`config.mk`:
```
export PLATFORM = sky130hd
export DESIGN_NAME = pipe_hazard_ctrl_flat
export DESIGN_NICKNAME = d
export VERILOG_FILES = /design/src/rtl/pipe_hazard_ctrl_pkg.sv /design/src/rtl/pipe_hazard_ctrl_if.sv /design/src/rtl/pipe_hazard_ctrl_hazard_detect.sv /design/src/rtl/pipe_hazard_ctrl.sv /design/src/flat_wrapper.sv
export SDC_FILE = /design/constraint.sdc
export NUM_CORES = 1
export LEC_CHECK = 0
export BUFFER_PORTS_ARGS = -buffer_cell sky130_fd_sc_hd__buf_2
export CAP_MARGIN = 20
export CELL_PAD_IN_SITES_DETAIL_PLACEMENT = 0
export CELL_PAD_IN_SITES_GLOBAL_PLACEMENT = 2
export CORE_ASPECT_RATIO = 1.2
export CORE_MARGIN = 2
export CORE_UTILIZATION = 33
export DETAILED_ROUTE_END_ITERATION = 8
export GPL_ROUTABILITY_DRIVEN = 0
export PLACE_DENSITY_LB_ADDON = 0.1
export SLEW_MARGIN = 20
export SYNTH_ARGS = -nofsm -noshare
export SYNTH_HDL_FRONTEND = slang
export SYNTH_SLANG_ARGS = --single-unit
```
`constraint.sdc`:
```
create_clock -name clk -period 3.07 [get_ports clk]
set_input_delay 0.4605 -clock clk [delete_from_list [all_inputs] [get_ports clk]]
set_output_delay 0.4605 -clock clk [all_outputs]
set_load 0.02 [all_outputs]
```
`src/rtl/pipe_hazard_ctrl_pkg.sv`:
```
// pipe_ctrl_pkg: types and constants shared by the hazard controller.
//   state_e  - hazard FSM states
//   ctrl_t   - stall/bubble bundle driven into the pipeline registers
//   REG_X0   - index of the hard-wired zero register
package pipe_ctrl_pkg;

    typedef enum logic [1:0] {
        ST_RUN        = 2'd0,
        ST_MEM_WAIT   = 2'd1,
        ST_FLUSH_WAIT = 2'd2
    } state_e;

    typedef struct packed {
        logic f_stall;
        logic d_stall;
        logic e_stall;
        logic m_stall;
        logic d_bubble;
        logic e_bubble;
        logic m_bubble;
        logic w_bubble;
    } ctrl_t;

    localparam logic [4:0] REG_X0 = 5'd0;

    localparam ctrl_t CTRL_NONE = '0;

    // While in reset every pipeline register is flushed and nothing is held.
    localparam ctrl_t CTRL_RESET = '{f_stall: 1'b0, d_stall: 1'b0, e_stall: 1'b0, m_stall: 1'b0,
                                     d_bubble: 1'b1, e_bubble: 1'b1, m_bubble: 1'b1, w_bubble: 1'b1};

endpackage

```
`src/rtl/pipe_hazard_ctrl_if.sv`:
```
// pipe_hazard_ctrl_if: hazard inputs from the datapath and stall/bubble
// controls back to it.
//   master - datapath side: drives hazard sources, receives controls
//   slave  - hazard controller side
interface pipe_hazard_ctrl_if;
    logic [4:0]  regD_i_rs1;
    logic [4:0]  regD_i_rs2;
    logic        regD_i_rs1_used;
    logic        regD_i_rs2_used;
    logic [4:0]  regE_i_rd;
    logic        regE_i_reg_wen;
    logic        regE_i_is_load;
    logic        execute_i_redirect;
    logic        regM_i_mem_access;
    logic        dmem_ready;
    logic        ifetch_busy;
    logic        regF_stall;
    logic        regD_stall;
    logic        regE_stall;
    logic        regM_stall;
    logic        regD_bubble;
    logic        regE_bubble;
    logic        regM_bubble;
    logic        regW_bubble;
    logic        redirect_fire;
    logic        mem_timeout;
    logic [31:0] perf_stall_cycles;
    logic [31:0] perf_flush_count;

    modport master (
        output regD_i_rs1, regD_i_rs2, regD_i_rs1_used, regD_i_rs2_used,
               regE_i_rd, regE_i_reg_wen, regE_i_is_load, execute_i_redirect,
               regM_i_mem_access, dmem_ready, ifetch_busy,
        input  regF_stall, regD_stall, regE_stall, regM_stall,
               regD_bubble, regE_bubble, regM_bubble, regW_bubble,
               redirect_fire, mem_timeout, perf_stall_cycles, perf_flush_count
    );

    modport slave (
        input  regD_i_rs1, regD_i_rs2, regD_i_rs1_used, regD_i_rs2_used,
               regE_i_rd, regE_i_reg_wen, regE_i_is_load, execute_i_redirect,
               regM_i_mem_access, dmem_ready, ifetch_busy,
        output regF_stall, regD_stall, regE_stall, regM_stall,
               regD_bubble, regE_bubble, regM_bubble, regW_bubble,
               redirect_fire, mem_timeout, perf_stall_cycles, perf_flush_count
    );
endinterface

```
`src/rtl/pipe_hazard_ctrl_hazard_detect.sv`:
```
// hazard_detect: combinational load-use detection and prioritised
// stall/bubble generation.
//   inputs : decode sources, execute destination/load flags, redirect,
//            mem_stall, ifetch_busy, flush_wait (FSM in FLUSH_WAIT)
//   outputs: ctrl_o bundle, redirect_fire_o
module hazard_detect
    import pipe_ctrl_pkg::*;
(
    input  logic [4:0] rs1_i,
    input  logic [4:0] rs2_i,
    input  logic       rs1_used_i,
    input  logic       rs2_used_i,
    input  logic [4:0] rd_i,
    input  logic       reg_wen_i,
    input  logic       is_load_i,
    input  logic       redirect_i,
    input  logic       mem_stall_i,
    input  logic       ifetch_busy_i,
    input  logic       flush_wait_i,
    output ctrl_t      ctrl_o,
    output logic       redirect_fire_o
);

    logic load_use;
    logic fire;

    assign load_use = is_load_i & reg_wen_i & (rd_i != REG_X0) &
                      ((rs1_used_i & (rs1_i == rd_i)) | (rs2_used_i & (rs2_i == rd_i)));

    // A redirect seen during a memory wait stays parked in the stalled regE.
    assign fire = redirect_i & ~mem_stall_i;
    assign redirect_fire_o = fire;

    always_comb begin
        // NOTE: defaulting every output first keeps this block free of latches.
        ctrl_o = CTRL_NONE;
        if (mem_stall_i) begin
            ctrl_o.f_stall  = 1'b1;
            ctrl_o.d_stall  = 1'b1;
            ctrl_o.e_stall  = 1'b1;
            ctrl_o.m_stall  = 1'b1;
            ctrl_o.w_bubble = 1'b1;
        end else if (fire) begin
            ctrl_o.d_bubble = 1'b1;
            ctrl_o.e_bubble = 1'b1;
        end else if (load_use) begin
            ctrl_o.f_stall  = 1'b1;
            ctrl_o.d_stall  = 1'b1;
            ctrl_o.e_bubble = 1'b1;
        end else if (flush_wait_i | ifetch_busy_i) begin
            ctrl_o.f_stall  = 1'b1;
            ctrl_o.d_bubble = 1'b1;
        end
    end

endmodule

```
`src/rtl/pipe_hazard_ctrl.sv`:
```
// pipe_hazard_ctrl: pipeline hazard controller for the five-stage core.
//   clk, rst_n - core clock, asynchronous active-low reset
//   hz (slave) - hazard sources in; stall/bubble/redirect controls,
//                sticky mem_timeout and perf counters out
// Holds the wait FSM, the data-memory watchdog and the perf counters.
module pipe_hazard_ctrl
    import pipe_ctrl_pkg::*;
#(
    parameter int MEM_TIMEOUT = 1024
) (
    input logic              clk,
    input logic              rst_n,
    pipe_hazard_ctrl_if.slave hz
);

    localparam int CNT_W = $clog2(MEM_TIMEOUT + 1);
    localparam logic [CNT_W-1:0] CNT_MAX = CNT_W'(MEM_TIMEOUT);

    state_e           state_q, state_d;
    logic [CNT_W-1:0] wait_cnt_q, wait_cnt_d;
    logic             timeout_q, timeout_d;
    logic [31:0]      perf_stall_q, perf_stall_d;
    logic [31:0]      perf_flush_q, perf_flush_d;

    logic  mem_stall;
    ctrl_t ctrl;
    ctrl_t ctrl_out;
    logic  fire;

    assign mem_stall = hz.regM_i_mem_access & ~hz.dmem_ready;

    hazard_detect u_detect (
        .rs1_i           (hz.regD_i_rs1),
        .rs2_i           (hz.regD_i_rs2),
        .rs1_used_i      (hz.regD_i_rs1_used),
        .rs2_used_i      (hz.regD_i_rs2_used),
        .rd_i            (hz.regE_i_rd),
        .reg_wen_i       (hz.regE_i_reg_wen),
        .is_load_i       (hz.regE_i_is_load),
        .redirect_i      (hz.execute_i_redirect),
        .mem_stall_i     (mem_stall),
        .ifetch_busy_i   (hz.ifetch_busy),
        .flush_wait_i    (state_q == ST_FLUSH_WAIT),
        .ctrl_o          (ctrl),
        .redirect_fire_o (fire)
    );

    // Reset overrides the controls combinationally so the pipeline is
    // flushed the moment rst_n falls, without waiting for a clock.
    assign ctrl_out = rst_n ? ctrl : CTRL_RESET;

    assign hz.regF_stall        = ctrl_out.f_stall;
    assign hz.regD_stall        = ctrl_out.d_stall;
    assign hz.regE_stall        = ctrl_out.e_stall;
    assign hz.regM_stall        = ctrl_out.m_stall;
    assign hz.regD_bubble       = ctrl_out.d_bubble;
    assign hz.regE_bubble       = ctrl_out.e_bubble;
    assign hz.regM_bubble       = ctrl_out.m_bubble;
    assign hz.regW_bubble       = ctrl_out.w_bubble;
    assign hz.redirect_fire     = fire & rst_n;
    assign hz.mem_timeout       = timeout_q;
    assign hz.perf_stall_cycles = perf_stall_q;
    assign hz.perf_flush_count  = perf_flush_q;

    always_comb begin
        state_d    = state_q;
        wait_cnt_d = wait_cnt_q;
        timeout_d  = timeout_q;
        case (state_q)
            ST_RUN: begin
                if (mem_stall) begin
                    // The first stalled cycle already counts as a wait cycle.
                    state_d    = ST_MEM_WAIT;
                    wait_cnt_d = CNT_W'(1);
                end else if (fire & hz.ifetch_busy) begin
                    state_d = ST_FLUSH_WAIT;
                end
            end
            ST_MEM_WAIT: begin
                if (!mem_stall) begin
                    state_d    = ST_RUN;
                    wait_cnt_d = '0;
                end else if (wait_cnt_q != CNT_MAX) begin
                    wait_cnt_d = wait_cnt_q + CNT_W'(1);
                end
            end
            ST_FLUSH_WAIT: begin
                // A memory stall freezes the pipe but the wrong-path fetch is
                // still outstanding, so stay here until both have cleared.
                if (!mem_stall && !hz.ifetch_busy) begin
                    state_d = ST_RUN;
                end
            end
            default: begin
                state_d    = ST_RUN;
                wait_cnt_d = '0;
            end
        endcase
        if (wait_cnt_d == CNT_MAX) begin
            timeout_d = 1'b1;
        end
    end

    assign perf_stall_d = perf_stall_q + 32'(ctrl.f_stall);
    assign perf_flush_d = perf_flush_q + 32'(fire);

    // NOTE: state registers use non-blocking assignments so every flop
    // samples the pre-edge values regardless of evaluation order.
    always_ff @(posedge clk or negedge rst_n) begin
        if (!rst_n) begin
            state_q      <= ST_RUN;
            wait_cnt_q   <= '0;
            timeout_q    <= 1'b0;
            perf_stall_q <= '0;
            perf_flush_q <= '0;
        end else begin
            state_q      <= state_d;
            wait_cnt_q   <= wait_cnt_d;
            timeout_q    <= timeout_d;
            perf_stall_q <= perf_stall_d;
            perf_flush_q <= perf_flush_d;
        end
    end

endmodule

```
`src/flat_wrapper.sv`:
```
// flat-port wrapper written by rule: the top's interface ports become plain ports
module pipe_hazard_ctrl_flat import pipe_ctrl_pkg::*;
#(
    parameter int MEM_TIMEOUT = 1024
)
  (clk, rst_n, hz_regD_i_rs1, hz_regD_i_rs2, hz_regD_i_rs1_used, hz_regD_i_rs2_used, hz_regE_i_rd, hz_regE_i_reg_wen, hz_regE_i_is_load, hz_execute_i_redirect, hz_regM_i_mem_access, hz_dmem_ready, hz_ifetch_busy, hz_regF_stall, hz_regD_stall, hz_regE_stall, hz_regM_stall, hz_regD_bubble, hz_regE_bubble, hz_regM_bubble, hz_regW_bubble, hz_redirect_fire, hz_mem_timeout, hz_perf_stall_cycles, hz_perf_flush_count);
  pipe_hazard_ctrl_if hz_i ();
  input logic clk;
  input logic rst_n;
  input wire logic [$bits(hz_i.regD_i_rs1)-1:0] hz_regD_i_rs1;
  input wire logic [$bits(hz_i.regD_i_rs2)-1:0] hz_regD_i_rs2;
  input wire logic [$bits(hz_i.regD_i_rs1_used)-1:0] hz_regD_i_rs1_used;
  input wire logic [$bits(hz_i.regD_i_rs2_used)-1:0] hz_regD_i_rs2_used;
  input wire logic [$bits(hz_i.regE_i_rd)-1:0] hz_regE_i_rd;
  input wire logic [$bits(hz_i.regE_i_reg_wen)-1:0] hz_regE_i_reg_wen;
  input wire logic [$bits(hz_i.regE_i_is_load)-1:0] hz_regE_i_is_load;
  input wire logic [$bits(hz_i.execute_i_redirect)-1:0] hz_execute_i_redirect;
  input wire logic [$bits(hz_i.regM_i_mem_access)-1:0] hz_regM_i_mem_access;
  input wire logic [$bits(hz_i.dmem_ready)-1:0] hz_dmem_ready;
  input wire logic [$bits(hz_i.ifetch_busy)-1:0] hz_ifetch_busy;
  output wire logic [$bits(hz_i.regF_stall)-1:0] hz_regF_stall;
  output wire logic [$bits(hz_i.regD_stall)-1:0] hz_regD_stall;
  output wire logic [$bits(hz_i.regE_stall)-1:0] hz_regE_stall;
  output wire logic [$bits(hz_i.regM_stall)-1:0] hz_regM_stall;
  output wire logic [$bits(hz_i.regD_bubble)-1:0] hz_regD_bubble;
  output wire logic [$bits(hz_i.regE_bubble)-1:0] hz_regE_bubble;
  output wire logic [$bits(hz_i.regM_bubble)-1:0] hz_regM_bubble;
  output wire logic [$bits(hz_i.regW_bubble)-1:0] hz_regW_bubble;
  output wire logic [$bits(hz_i.redirect_fire)-1:0] hz_redirect_fire;
  output wire logic [$bits(hz_i.mem_timeout)-1:0] hz_mem_timeout;
  output wire logic [$bits(hz_i.perf_stall_cycles)-1:0] hz_perf_stall_cycles;
  output wire logic [$bits(hz_i.perf_flush_count)-1:0] hz_perf_flush_count;
  assign hz_i.regD_i_rs1 = hz_regD_i_rs1;
  assign hz_i.regD_i_rs2 = hz_regD_i_rs2;
  assign hz_i.regD_i_rs1_used = hz_regD_i_rs1_used;
  assign hz_i.regD_i_rs2_used = hz_regD_i_rs2_used;
  assign hz_i.regE_i_rd = hz_regE_i_rd;
  assign hz_i.regE_i_reg_wen = hz_regE_i_reg_wen;
  assign hz_i.regE_i_is_load = hz_regE_i_is_load;
  assign hz_i.execute_i_redirect = hz_execute_i_redirect;
  assign hz_i.regM_i_mem_access = hz_regM_i_mem_access;
  assign hz_i.dmem_ready = hz_dmem_ready;
  assign hz_i.ifetch_busy = hz_ifetch_busy;
  assign hz_regF_stall = hz_i.regF_stall;
  assign hz_regD_stall = hz_i.regD_stall;
  assign hz_regE_stall = hz_i.regE_stall;
  assign hz_regM_stall = hz_i.regM_stall;
  assign hz_regD_bubble = hz_i.regD_bubble;
  assign hz_regE_bubble = hz_i.regE_bubble;
  assign hz_regM_bubble = hz_i.regM_bubble;
  assign hz_regW_bubble = hz_i.regW_bubble;
  assign hz_redirect_fire = hz_i.redirect_fire;
  assign hz_mem_timeout = hz_i.mem_timeout;
  assign hz_perf_stall_cycles = hz_i.perf_stall_cycles;
  assign hz_perf_flush_count = hz_i.perf_flush_count;
  pipe_hazard_ctrl #(.MEM_TIMEOUT(MEM_TIMEOUT)) u_core (.clk(clk), .rst_n(rst_n), .hz(hz_i));
endmodule
```
Yosys cells after proc, flatten, opt, wreduce, memory -nomap -nowiden
Cells that the tools add are included.

operators by class
  equal/unequal tests = 9
  add/subtract/negate cells = 3
  divide/modulo/power cells = 0
  bitwise logic cells = 13
  mux-type cells = 20
  reduce and logical (&&, ||, !) cells = 6
  shift operators = 0
  multiply operators = 0
  magnitude comparators = 0

operators with widths
  cell                                                                   number
  32-bit by 1-bit adder with 32-bit output                               2
  11-bit 2-to-1 mux                                                      3
  11-bit case mux with 3 select lines                                    1
  2-bit 2-to-1 mux                                                       9
  11-bit by 1-bit adder with 11-bit output, second input constant        1
  11-bit equality test, second input constant                            1
  11-bit != test, second input constant                                  1
  5-bit equality test                                                    2
  1-bit bitwise AND                                                      9
  8-bit 2-to-1 mux                                                       1
  2-bit case mux with 3 select lines                                     1
  1-bit 2-to-1 mux                                                       5
  5-bit nonzero test                                                     1
  3-bit by 1-bit != test with 1-bit output, second input constant        1
  3-bit AND reduction                                                    1
  2-bit by 1-bit equality test with 1-bit output, second input constant  1
  2-bit equality test, second input constant                             1
  1-bit logical NOT                                                      2
  2-bit logical NOT                                                      1
  2-bit by 1-bit != test with 1-bit output, second input constant        1
  2-bit != test, second input constant                                   1
  1-bit NOT                                                              2
  1-bit OR                                                               2
  1-bit logical AND                                                      1

word-level totals
  memory bits (writable) = 0
  bits in registers = 78
  input port bits = 25
  memories = 0
  output and inout port bits = 74
  ROM bits = 0
  latch bits = 0

Longest topological paths before layout
Gate-level depths: netlist (run 1).

  depth after elaboration = 8
  mapped depth = 13
  gate-level depth less buffers = 13

By module
A second synthesis (run 1) with hierarchy kept.

second synthesis, totals
  cell total of the unflattened synthesis = 362
  area, all modules = 3836.2 um^2

modules (own cells, without submodules)
  module            seq. area each (um^2)  cells each  area an instance (um^2)  instances
  pipe_hazard_ctrl  1951.9                 329         3601.0                   1
  hazard_detect     0.0                    33          235.2                    1

Worst setup path before layout (run 1)
No wires, ideal clock.

  kind = input port to flip-flop
  start point = in hz_regE_i_rd[2]
  end point = reg u_core.perf_stall_q[16], in the netlist u_core.hz.perf_stall_cycles[16]
  data required time = 2.940 ns
  setup slack = 0.530 ns
  arrival time = 2.410 ns
  library setup time = 0.130 ns
  cell stages on the path = 12
  path buffers = 0
  cells stage by stage = xnor2_1 nand4_1 o22ai_1 o2111ai_1 and2_1 a21oi_1 ha_1 ha_1 nand3_1 nor2_1 nand4_1 xnor2_1

on the way
  longest elaborated chain between the ends = 8
  elaborated cells on any way between the ends = 12
  those cells by class = add/sub: 1; eq/ne: 2; mux: 3; bitwise: 5; reduce/logical: 1

RTL lines
  element                                       RTL line                              source
  start: declaration                            flat_wrapper.sv:14                    input wire logic [$bits(hz_i.regE_i_rd)-1:0] hz_regE_i_rd;
  5-bit equality test                           pipe_hazard_ctrl_hazard_detect.sv:28  ((rs1_used_i & (rs1_i == rd_i)) | (rs2_used_i & (rs2_i == rd_i)));
  1-bit bitwise AND                             pipe_hazard_ctrl_hazard_detect.sv:28
  1-bit OR                                      pipe_hazard_ctrl_hazard_detect.sv:28
  1-bit bitwise AND (*)                         pipe_hazard_ctrl_hazard_detect.sv:27  assign load_use = is_load_i & reg_wen_i & (rd_i != REG_X0) &
  1-bit 2-to-1 mux (*)                          pipe_hazard_ctrl_hazard_detect.sv:46  end else if (load_use) begin
  2-bit 2-to-1 mux (*)                          pipe_hazard_ctrl_hazard_detect.sv:43  end else if (fire) begin
  2-bit 2-to-1 mux (*)                          pipe_hazard_ctrl_hazard_detect.sv:37  if (mem_stall_i) begin
  32-bit by 1-bit adder with 32-bit output (*)  pipe_hazard_ctrl.sv:104               assign perf_stall_d = perf_stall_q + 32'(ctrl.f_stall);
  via u_core.perf_stall_d[16]                   pipe_hazard_ctrl.sv:22                logic [31:0] perf_stall_q, perf_stall_d;
  end signal: assignment                        pipe_hazard_ctrl.sv:120               perf_stall_q <= perf_stall_d;
  end: declaration                              pipe_hazard_ctrl.sv:22

Mark *: on every way through the listed nets, which the timed path passes. The rest lies on a longest branch.
A chain may end at the register's enable or synchronous reset.

Final worst setup path (run 1)
  start point = in hz_regE_i_rd[3]
  end point = reg u_core.perf_stall_q[26], in the netlist u_core.hz.perf_stall_cycles[26]

The elaborated chain is that of the path after synthesis.

==> results of run 1 <==
## sequential cells by signal, summed over array words and instances (netlist names)
| register | cells |
|---|---|
| u_core.hz.perf_flush_count | 32 |
| u_core.hz.perf_stall_cycles | 32 |
| u_core.wait_cnt_q | 11 |
| u_core.state_q | 2 |
| u_core.hz.mem_timeout | 1 |
## path summary, 6_finish.rpt
| check | start | end | slack [ps] | cells past startpoint |
|---|---|---|---|---|
| max in group asynchronous | rst_n | u_core.hz.perf_stall_cycles[9]$_DFF_PN0_ | 2010 | 2 |
| worst min register to register | u_core.hz.perf_flush_count[31]$_DFF_PN0_ | u_core.hz.perf_flush_count[31]$_DFF_PN0_ | 470 | 1 |
| worst max register to register | u_core.state_q[0]$_DFFE_PN0P_ | u_core.hz.perf_stall_cycles[26]$_DFF_PN0_ | 580 | 10 |
| min in group clk | hz_ifetch_busy | u_core.state_q[1]$_DFFE_PN0P_ | 440 | 2 |
| worst min-delay path | rst_n | u_core.hz.perf_flush_count[14]$_DFF_PN0_ | 70 | 1 |
| worst max-delay path | hz_regE_i_rd[3] | u_core.hz.perf_stall_cycles[26]$_DFF_PN0_ | 460 | 14 |
## metrics by stage
stage / setup slack (ps) / power [mW] / cells / hold WS [ps] / instance area [µm²]
2_1_floorplan: 530 / 1.49 / 359 / 165 / 3810
3_3_place_gp: 157 / 1.68 / 610 / 435 / 4470
3_5_place_dp: 88.1 / 1.69 / 610 / 437 / 4470
4_1_cts: 435 / 2.71 / 626 / 76.6 / 4750
5_1_grt: 206 / 2.81 / 626 / 97.6 / 4750
6_report: 459 / 2.66 / 626 / 68.0 / 4750
## cell families (layout without fill, tap and decap cells)
kind of cell	after synthesis	after routing	synth area share, %
AO/OA/AOI/OAI	34	34	6.11
buffers and inverters	18	128	2.76
adder cells (fa/ha/maj)	6	6	1.97
flip-flops	78	78	51.2
AND/OR/NAND/NOR	150	150	21.1
XOR/XNOR	72	72	16.5
multiplexers	1	1	0.263
## report_power, final
group | internal (mW) | switching [mW]
Clock | 0.591 | 0.413
Sequential | 1.12 | 0.106
Combinational | 0.163 | 0.271
## layout make-up
| cell class | instances | area (µm²) |
|---|---|---|
| fillers | 1179 | 6660 |
| flip-flops and latches | 78 | 1950 |
| multi-input cells | 263 | 1750 |
| repair buffers | 103 | 531 |
| clock buffers | 13 | 260 |
| well taps | 157 | 196 |
| inverters | 9 | 38.8 |
| clock inverters | 3 | 18.8 |
## routing by layer
metal  up-vias  track usage (%)  part of all wire [%]
met3         8             3.90                   6.3
met4         0             5.50                   1.3
met5         -                0                     0
li1       1461                -                     -
met2        87             22.2                    45
met1      1392             20.2                    48
## placed cells by master, fill, tap and decap left out, drive strengths merged, types with 8 or more instances in the layout
cell type,netlist,layout
nand2,31,31
xor2,19,19
nand3,27,27
and3,15,15
nand4,23,23
nor2,29,29
xnor2,53,53
dfrtp,78,78
a21oi,8,8
clkbuf,1,13
inv,9,9
o21ai,13,13
buf,8,103
==> out/summary.json, run 1 <==
{
  "run_status": {
    "outcome": "finished, final reports clean"
  },
  "cells_and_area": {
    "drive_gt1_share_pct": 27.1,
    "final_core_util_pct": 41.7,
    "finish.net_count": 495,
    "n_antenna_cell": 0,
    "area.growth.synth_to_final_pct": 24.7
  },
  "die": {
    "initial_core_util_pct": 33.4,
    "pin_count": 99,
    "row_count": 43,
    "floorplan.die_area_um2": 12400,
    "core-area_um2": 11400,
    "die_height_um": 122,
    "die_w_um": 102
  },
  "route": {
    "detail_route.vias_per_cell": 4.71,
    "detailedRoute.firstIterationViolations": 120,
    "wire_per_inst_um": 13.9,
    "antenna_violating_nets_post_route": 0,
    "detailroute.via_count": 2948,
    "first_pass_iters": 4,
    "route.detailed.drc": 0,
    "finalWirelength_mm": 8.71
  },
  "clock_network": {
    "clkSlewWorstSetupHoldPaths_ps": 60,
    "maximum_count_of_clock_buffers_along_a_single_path": 2,
    "cts_buffers": 9,
    "cts_num_sinks": 78,
    "cts.hold.buffers_added": 0,
    "post-cts-setup-buffers": 0,
    "htree_levels": 3,
    "cts_resized": 0,
    "tritoncts": "yes",
    "insertion_delay_ps": 330,
    "clock-root-buffer": "clkbuf_16"
  },
  "global_routing": {
    "grt_overflow_total": 0,
    "global_route_wire_length_before_repair_mm": 14.2,
    "grt_start_max_net_pins": 52,
    "groute.usage.overall_pct": 14.7,
    "antenna_found_initial": 0,
    "first_global_vias": 2817
  },
  "logic_synthesis": {
    "synthDistinctLibCells": 46,
    "synth_sequential_area_ratio_pct": 51.2,
    "postSynth.topFlopCell": "dfrtp_1",
    "synth-edff-count": 0,
    "yosys.area.top_type": "dfrtp_1",
    "synth_seq_cells": 78,
    "post-synth-top-area-fraction_pct": 51.2,
    "syn_area_um2": 3810,
    "ys_async_sr_fraction_pct": 100,
    "synthMostInstantiatedCell": "dfrtp_1",
    "ys_top_cells_by_count": "dfrtp_1 (78), xnor2_1 (53), nand2_1 (31)",
    "synthesis.yosys.warnings": 0,
    "yosys-top-cells-area": "dfrtp_1 (51%), xnor2_1 (12%), xor2_1 (4.4%), nand4_1 (3.8%), nand3_1 (3.5%)",
    "number_of_standard_cells_after_synthesis": 359,
    "synth.net_count": 390,
    "synth.avg_cell_area_um2": 10.6
  },
  "pwr": {
    "p_leak_nw": 2.35,
    "power_per_cell_area_nw_per_um2": 560,
    "peakVddDrop_mv": 0.237
  },
  "flow_run": {
    "max-cap-violations": 0
  },
  "timing": {
    "final-max-slew-violation-count": 0,
    "layout_min_cycle_time_ps": 2610,
    "timing.final.setup_violations": 0,
    "max_freq_ghz": 0.383,
    "fin_skew_ps": 4.37,
    "final.period_utilization_pct": 85.1,
    "grt_setup_unrepaired": "no",
    "tns_ps": 0,
    "timing.max_slew.rel_slack_pct": 57.1,
    "finalHoldViolations": 0,
    "tightestPinTransition_ps": 643
  },
  "setup_path": {
    "critPathRequiredTime_ps": 3280,
    "timing.critical_path.slowest_cell_delay_ps": 260,
    "worstSetupPathType": "input port to flop",
    "timing.critical_path.arrival_ps": 2830,
    "cp_cell_sequence": "buf_2 > xnor2_1 > nand4_1 > o22ai_1 > o2111ai_1 > and2_1 > a21oi_1 > ha_1 > ha_1 > and3_1 > nand4_1 > nor2_1 > nand2_1 > xnor2_1",
    "cell_with_the_largest_stage_delay_on_the_worst_path": "ha_1",
    "critical_path.top_delay_family": "simple AND/OR/NAND/NOR gates",
    "cp_max_fo": 5,
    "worstPathBufferInverterCount": 1,
    "element_type_at_the_critical_path_start": "input port",
    "endpoint_kind": "flop"
  },
  "placement": {
    "dp.final_hpwl_mm": 6.29,
    "io_buffers": 98
  },
  "worst_hold_path": {
    "worst_hold_path_type": "input port to asynchronous set/reset pin"
  }
}
No activity file was read; power rests on OpenSTA's default activity.
==> inputs of run 2 (changes only) <==
--- a/config.mk
+++ b/config.mk
@@ -10,8 +10,9 @@
 export CELL_PAD_IN_SITES_DETAIL_PLACEMENT = 0
 export CELL_PAD_IN_SITES_GLOBAL_PLACEMENT = 2
 export CORE_ASPECT_RATIO = 1.2
-export CORE_MARGIN = 2
-export CORE_UTILIZATION = 33
+export CORE_MARGIN = 4
+export CORE_UTILIZATION = 34
+export CTS_BUF_LIST = sky130_fd_sc_hd__clkbuf_8
 export DETAILED_ROUTE_END_ITERATION = 8
 export GPL_ROUTABILITY_DRIVEN = 0
 export PLACE_DENSITY_LB_ADDON = 0.1
==> run 2 against run 1 <==
Effect of this change: hold slack better by 170 ps; flip-flop and latch count unchanged; power down 11%; clock skew is 5.0 ps higher; via count increased by 0.98%; clock power decreased by 31%; sequential power is essentially flat.
==> out/summary.json, run 2 (same netlist as run 1, synthesis figures left out) <==
{
  "timing": {
    "final.period_utilization": {"value": 85.9, "unit": "%", "change": "+0.89 points"},
    "tightestPinTransition": {"value": 620, "unit": "ps", "change": "-22.5 ps"},
    "final-max-slew-violation-count": {"value": 0, "change": "unchanged"},
    "layout_min_cycle_time": {"value": 2640, "unit": "ps", "change": "+27.2 ps"},
    "tns": {"value": 0, "unit": "ps", "change": "unchanged"},
    "timing.max_slew.rel_slack": {"value": 58.6, "unit": "%", "change": "+1.5 points"},
    "max_freq": {"value": 0.379, "unit": "GHz", "change": "-1.0%"},
    "hold-worst-slack": {"value": 234, "unit": "ps", "change": "+166 ps"},
    "finalHoldViolations": {"value": 0, "change": "unchanged"},
    "grt_setup_unrepaired": "no",
    "fin_skew": {"value": 9.33, "unit": "ps", "change": "+4.95 ps"},
    "postLayoutSetupSlackWorst": {"value": 432, "unit": "ps", "change": "-27.2 ps"},
    "timing.final.setup_violations": {"value": 0, "change": "unchanged"}
  },
  "global_routing": {
    "globalRoute.busiestLayer": "met2",
    "antenna_found_initial": {"value": 0, "change": "unchanged"},
    "grt_start_max_net_pins": {"value": 50, "change": "-3.8%"},
    "grtUsageMet1": {"value": 18.7, "unit": "%", "change": "-1.5 points"},
    "grt.met2_usage": {"value": 20.9, "unit": "%", "change": "-1.3 points"},
    "groute.usage.overall": {"value": 13.8, "unit": "%", "change": "-0.88 points"},
    "first_global_vias": {"value": 2880, "change": "+2.2%"},
    "grt_overflow_total": {"value": 0, "change": "unchanged"},
    "met3_usage": {"value": 4.15, "unit": "%", "change": "+0.25 points"},
    "global_route_wire_length_before_repair": {"value": 14.4, "unit": "mm", "change": "+1.3%"}
  },
  "setup_path": {
    "r2r_setup_slack": {"value": 530, "unit": "ps", "change": "-50 ps"},
    "timing.critical_path.slowest_cell_delay": {"value": 260, "unit": "ps", "change": "about the same"},
    "critPathRequiredTime": {"value": 3290, "unit": "ps", "change": "about the same"},
    "critical_path.top_delay_family": "simple AND/OR/NAND/NOR gates",
    "worstPathBufferInverterCount": {"value": 1, "change": "unchanged"},
    "timing.critical_path.arrival": {"value": 2860, "unit": "ps", "change": "+30 ps"},
    "regToRegStartpoint": "u_core.state_q[0]$_DFFE_PN0P_",
    "cp_max_fo": {"value": 5, "change": "unchanged"},
    "crit-reg2reg-capture": "u_core.hz.perf_stall_cycles[28]$_DFF_PN0_",
    "cell_with_the_largest_stage_delay_on_the_worst_path": "ha_1",
    "cp_cell_sequence": "buf_2 > xnor2_1 > nand4_1 > o22ai_1 > o2111ai_1 > and2_1 > a21oi_1 > ha_1 > ha_1 > and3_1 > nand4_1 > nor2_1 > nand2_1 > xnor2_1",
    "endpoint_kind": "flop",
    "element_type_at_the_critical_path_start": "input port",
    "worstSetupPathType": "input port to flop",
    "r2r.worst_path.cells": {"value": 10, "change": "unchanged"}
  },
  "clock_network": {
    "maximum_count_of_clock_buffers_along_a_single_path": {"value": 2, "change": "unchanged"},
    "post-cts-setup-buffers": {"value": 0, "change": "unchanged"},
    "cts_buffers": {"value": 9, "change": "unchanged"},
    "tritoncts": "yes",
    "cts.hold.buffers_added": {"value": 0, "change": "unchanged"},
    "htree_levels": {"value": 3, "change": "unchanged"},
    "insertion_delay": {"value": 340, "unit": "ps", "change": "about the same"},
    "clkSlewWorstSetupHoldPaths": {"value": 80, "unit": "ps", "change": "+20 ps"},
    "cts_resized": {"value": 0, "change": "unchanged"},
    "clock-root-buffer": "clkbuf_8",
    "cts_num_sinks": {"value": 78, "change": "unchanged"}
  },
  "cells_and_area": {
    "finish.net_count": {"value": 496, "change": "+0.20%"},
    "n_antenna_cell": {"value": 0, "change": "unchanged"},
    "final_core_util": {"value": 42.1, "unit": "%", "change": "+0.46 points"},
    "layout.cells.most_common_list": "buf_2 (97), dfrtp_1 (78), xnor2_1 (53)",
    "area.growth.synth_to_final_pct": 21.4,
    "drive_gt1_share": {"value": 27.2, "unit": "%", "change": "+0.16 points"},
    "design_area": {"value": 4630, "unit": "µm²", "change": "-2.6%"},
    "layout_commonest_cell": "buf_2",
    "stdcell_count": {"value": 602, "change": "-3.8%"}
  },
  "die": {
    "initial_core_util": {"value": 34.7, "unit": "%", "change": "+1.3 points"},
    "core-area": {"value": 11000, "unit": "µm²", "change": "-3.7%"},
    "pin_count": {"value": 99, "change": "unchanged"},
    "floorplan.die_area": {"value": 13000, "unit": "µm²", "change": "+4.4%"},
    "die_w": {"value": 105, "unit": "µm", "change": "+2.5%"},
    "die_height": {"value": 124, "unit": "µm", "change": "+1.9%"},
    "row_count": {"value": 42, "change": "-2.3%"}
  },
  "placement": {
    "placement.setup.worst_slack": {"value": 40.7, "unit": "ps", "change": "-47.4 ps"},
    "dp.final_hpwl": {"value": 6.53, "unit": "mm", "change": "+3.7%"},
    "dpl.cell_count": {"value": 586, "change": "-3.9%"},
    "io_buffers": {"value": 98, "change": "unchanged"},
    "place_area": {"value": 4450, "unit": "µm²", "change": "-0.53%"}
  },
  "route": {
    "finalWirelength": {"value": 8.75, "unit": "mm", "change": "+0.38%"},
    "wire_per_inst": {"value": 14.5, "unit": "µm", "change": "+4.4%"},
    "detailedRoute.firstIterationViolations": {"value": 69, "change": "-43%"},
    "detailroute.via_count": {"value": 2977, "change": "+0.98%"},
    "route.detailed.drc": {"value": 0, "change": "unchanged"},
    "antenna_violating_nets_post_route": {"value": 0, "change": "unchanged"},
    "first_pass_iters": {"value": 7, "change": "+3"},
    "detail_route.vias_per_cell": {"value": 4.95, "change": "+5.0%"}
  },
  "pwr": {
    "p_comb_share": {"value": 18.5, "unit": "%", "change": "+2.2 points"},
    "power.switching": {"value": 0.747, "unit": "mW", "change": "-5.5%"},
    "p_leak": {"value": 2.31, "unit": "nW", "change": "-1.4%"},
    "peakVddDrop": {"value": 0.223, "unit": "mV", "change": "-6.0%"},
    "pwr-share-clk": {"value": 29.5, "unit": "%", "change": "-8.2 points"},
    "power": {"value": 2.36, "unit": "mW", "change": "-11%"},
    "power_per_cell_area": {"value": 510, "unit": "nW/µm²", "change": "-9.1%"},
    "share_of_total_power_consumed_by_net_switching": {"value": 31.7, "unit": "%", "change": "+2.0 points"},
    "sequentialPowerShare": {"value": 52.0, "unit": "%", "change": "+6.0 points"},
    "power.internal": {"value": 1.61, "unit": "mW", "change": "-14%"}
  },
  "flow_run": {
    "max-cap-violations": {"value": 0, "change": "unchanged"}
  },
  "worst_hold_path": {
    "worst_hold_path_type": "input port to asynchronous set/reset pin"
  },
  "run_status": {
    "outcome": "finished, final reports clean"
  }
}
run 2: layer usage:
metal	share of wire [%]	vias to the layer above
met4	1.2	0
met5	0	-
li1	-	1460
met3	6.5	7
met1	47	1431
met2	46	79
run 2: how the worst max path moves through the flow:
stage	slack [ps]	startpoint	cells after the start	endpoint
floorplan	530	hz_regE_i_rd[2]	12	u_core.hz.perf_stall_cycles[16]$_DFF_PN0_
global placement	150	hz_regE_i_rd[2]	14	u_core.hz.perf_stall_cycles[26]$_DFF_PN0_
detailed placement	40	hz_regE_i_rd[0]	14	u_core.hz.perf_stall_cycles[28]$_DFF_PN0_
CTS	420	hz_regE_i_rd[0]	14	u_core.hz.perf_stall_cycles[28]$_DFF_PN0_
global route	60	hz_regE_i_rd[2]	14	u_core.hz.perf_stall_cycles[28]$_DFF_PN0_
finish	430	hz_regE_i_rd[2]	14	u_core.hz.perf_stall_cycles[28]$_DFF_PN0_
run 2: worst register-to-register path, cell delays in order (launching register included):
cell and delay (ps):
dfrtp_1 480, inv_1 270, a21oi_1 160, a21oi_1 180
ha_1 250, ha_1 260, and3_1 210, nand4_1 170
nor2_1 220, nand2_1 100, xnor2_1 140
run 2: final cells by class:
type	instances	area, µm²
Inverter	9	38.8
Fill cell	1152	6360
Multi-Input combinational cell	263	1750
Clock inverter	5	26.3
Sequential cell	78	1950
Tap cell	132	165
Clock buffer	11	151
Timing Repair Buffer	104	538
run 2: power groups by stage:
stage / clock network (mW) / registers (mW) / logic [mW]
floorplan: 0 / 1.33 / 0.163
global placement: 0 / 1.24 / 0.447
detailed placement: 0 / 1.25 / 0.445
CTS: 0.730 / 1.23 / 0.448
global route: 0.770 / 1.24 / 0.493
finish: 0.695 / 1.23 / 0.437
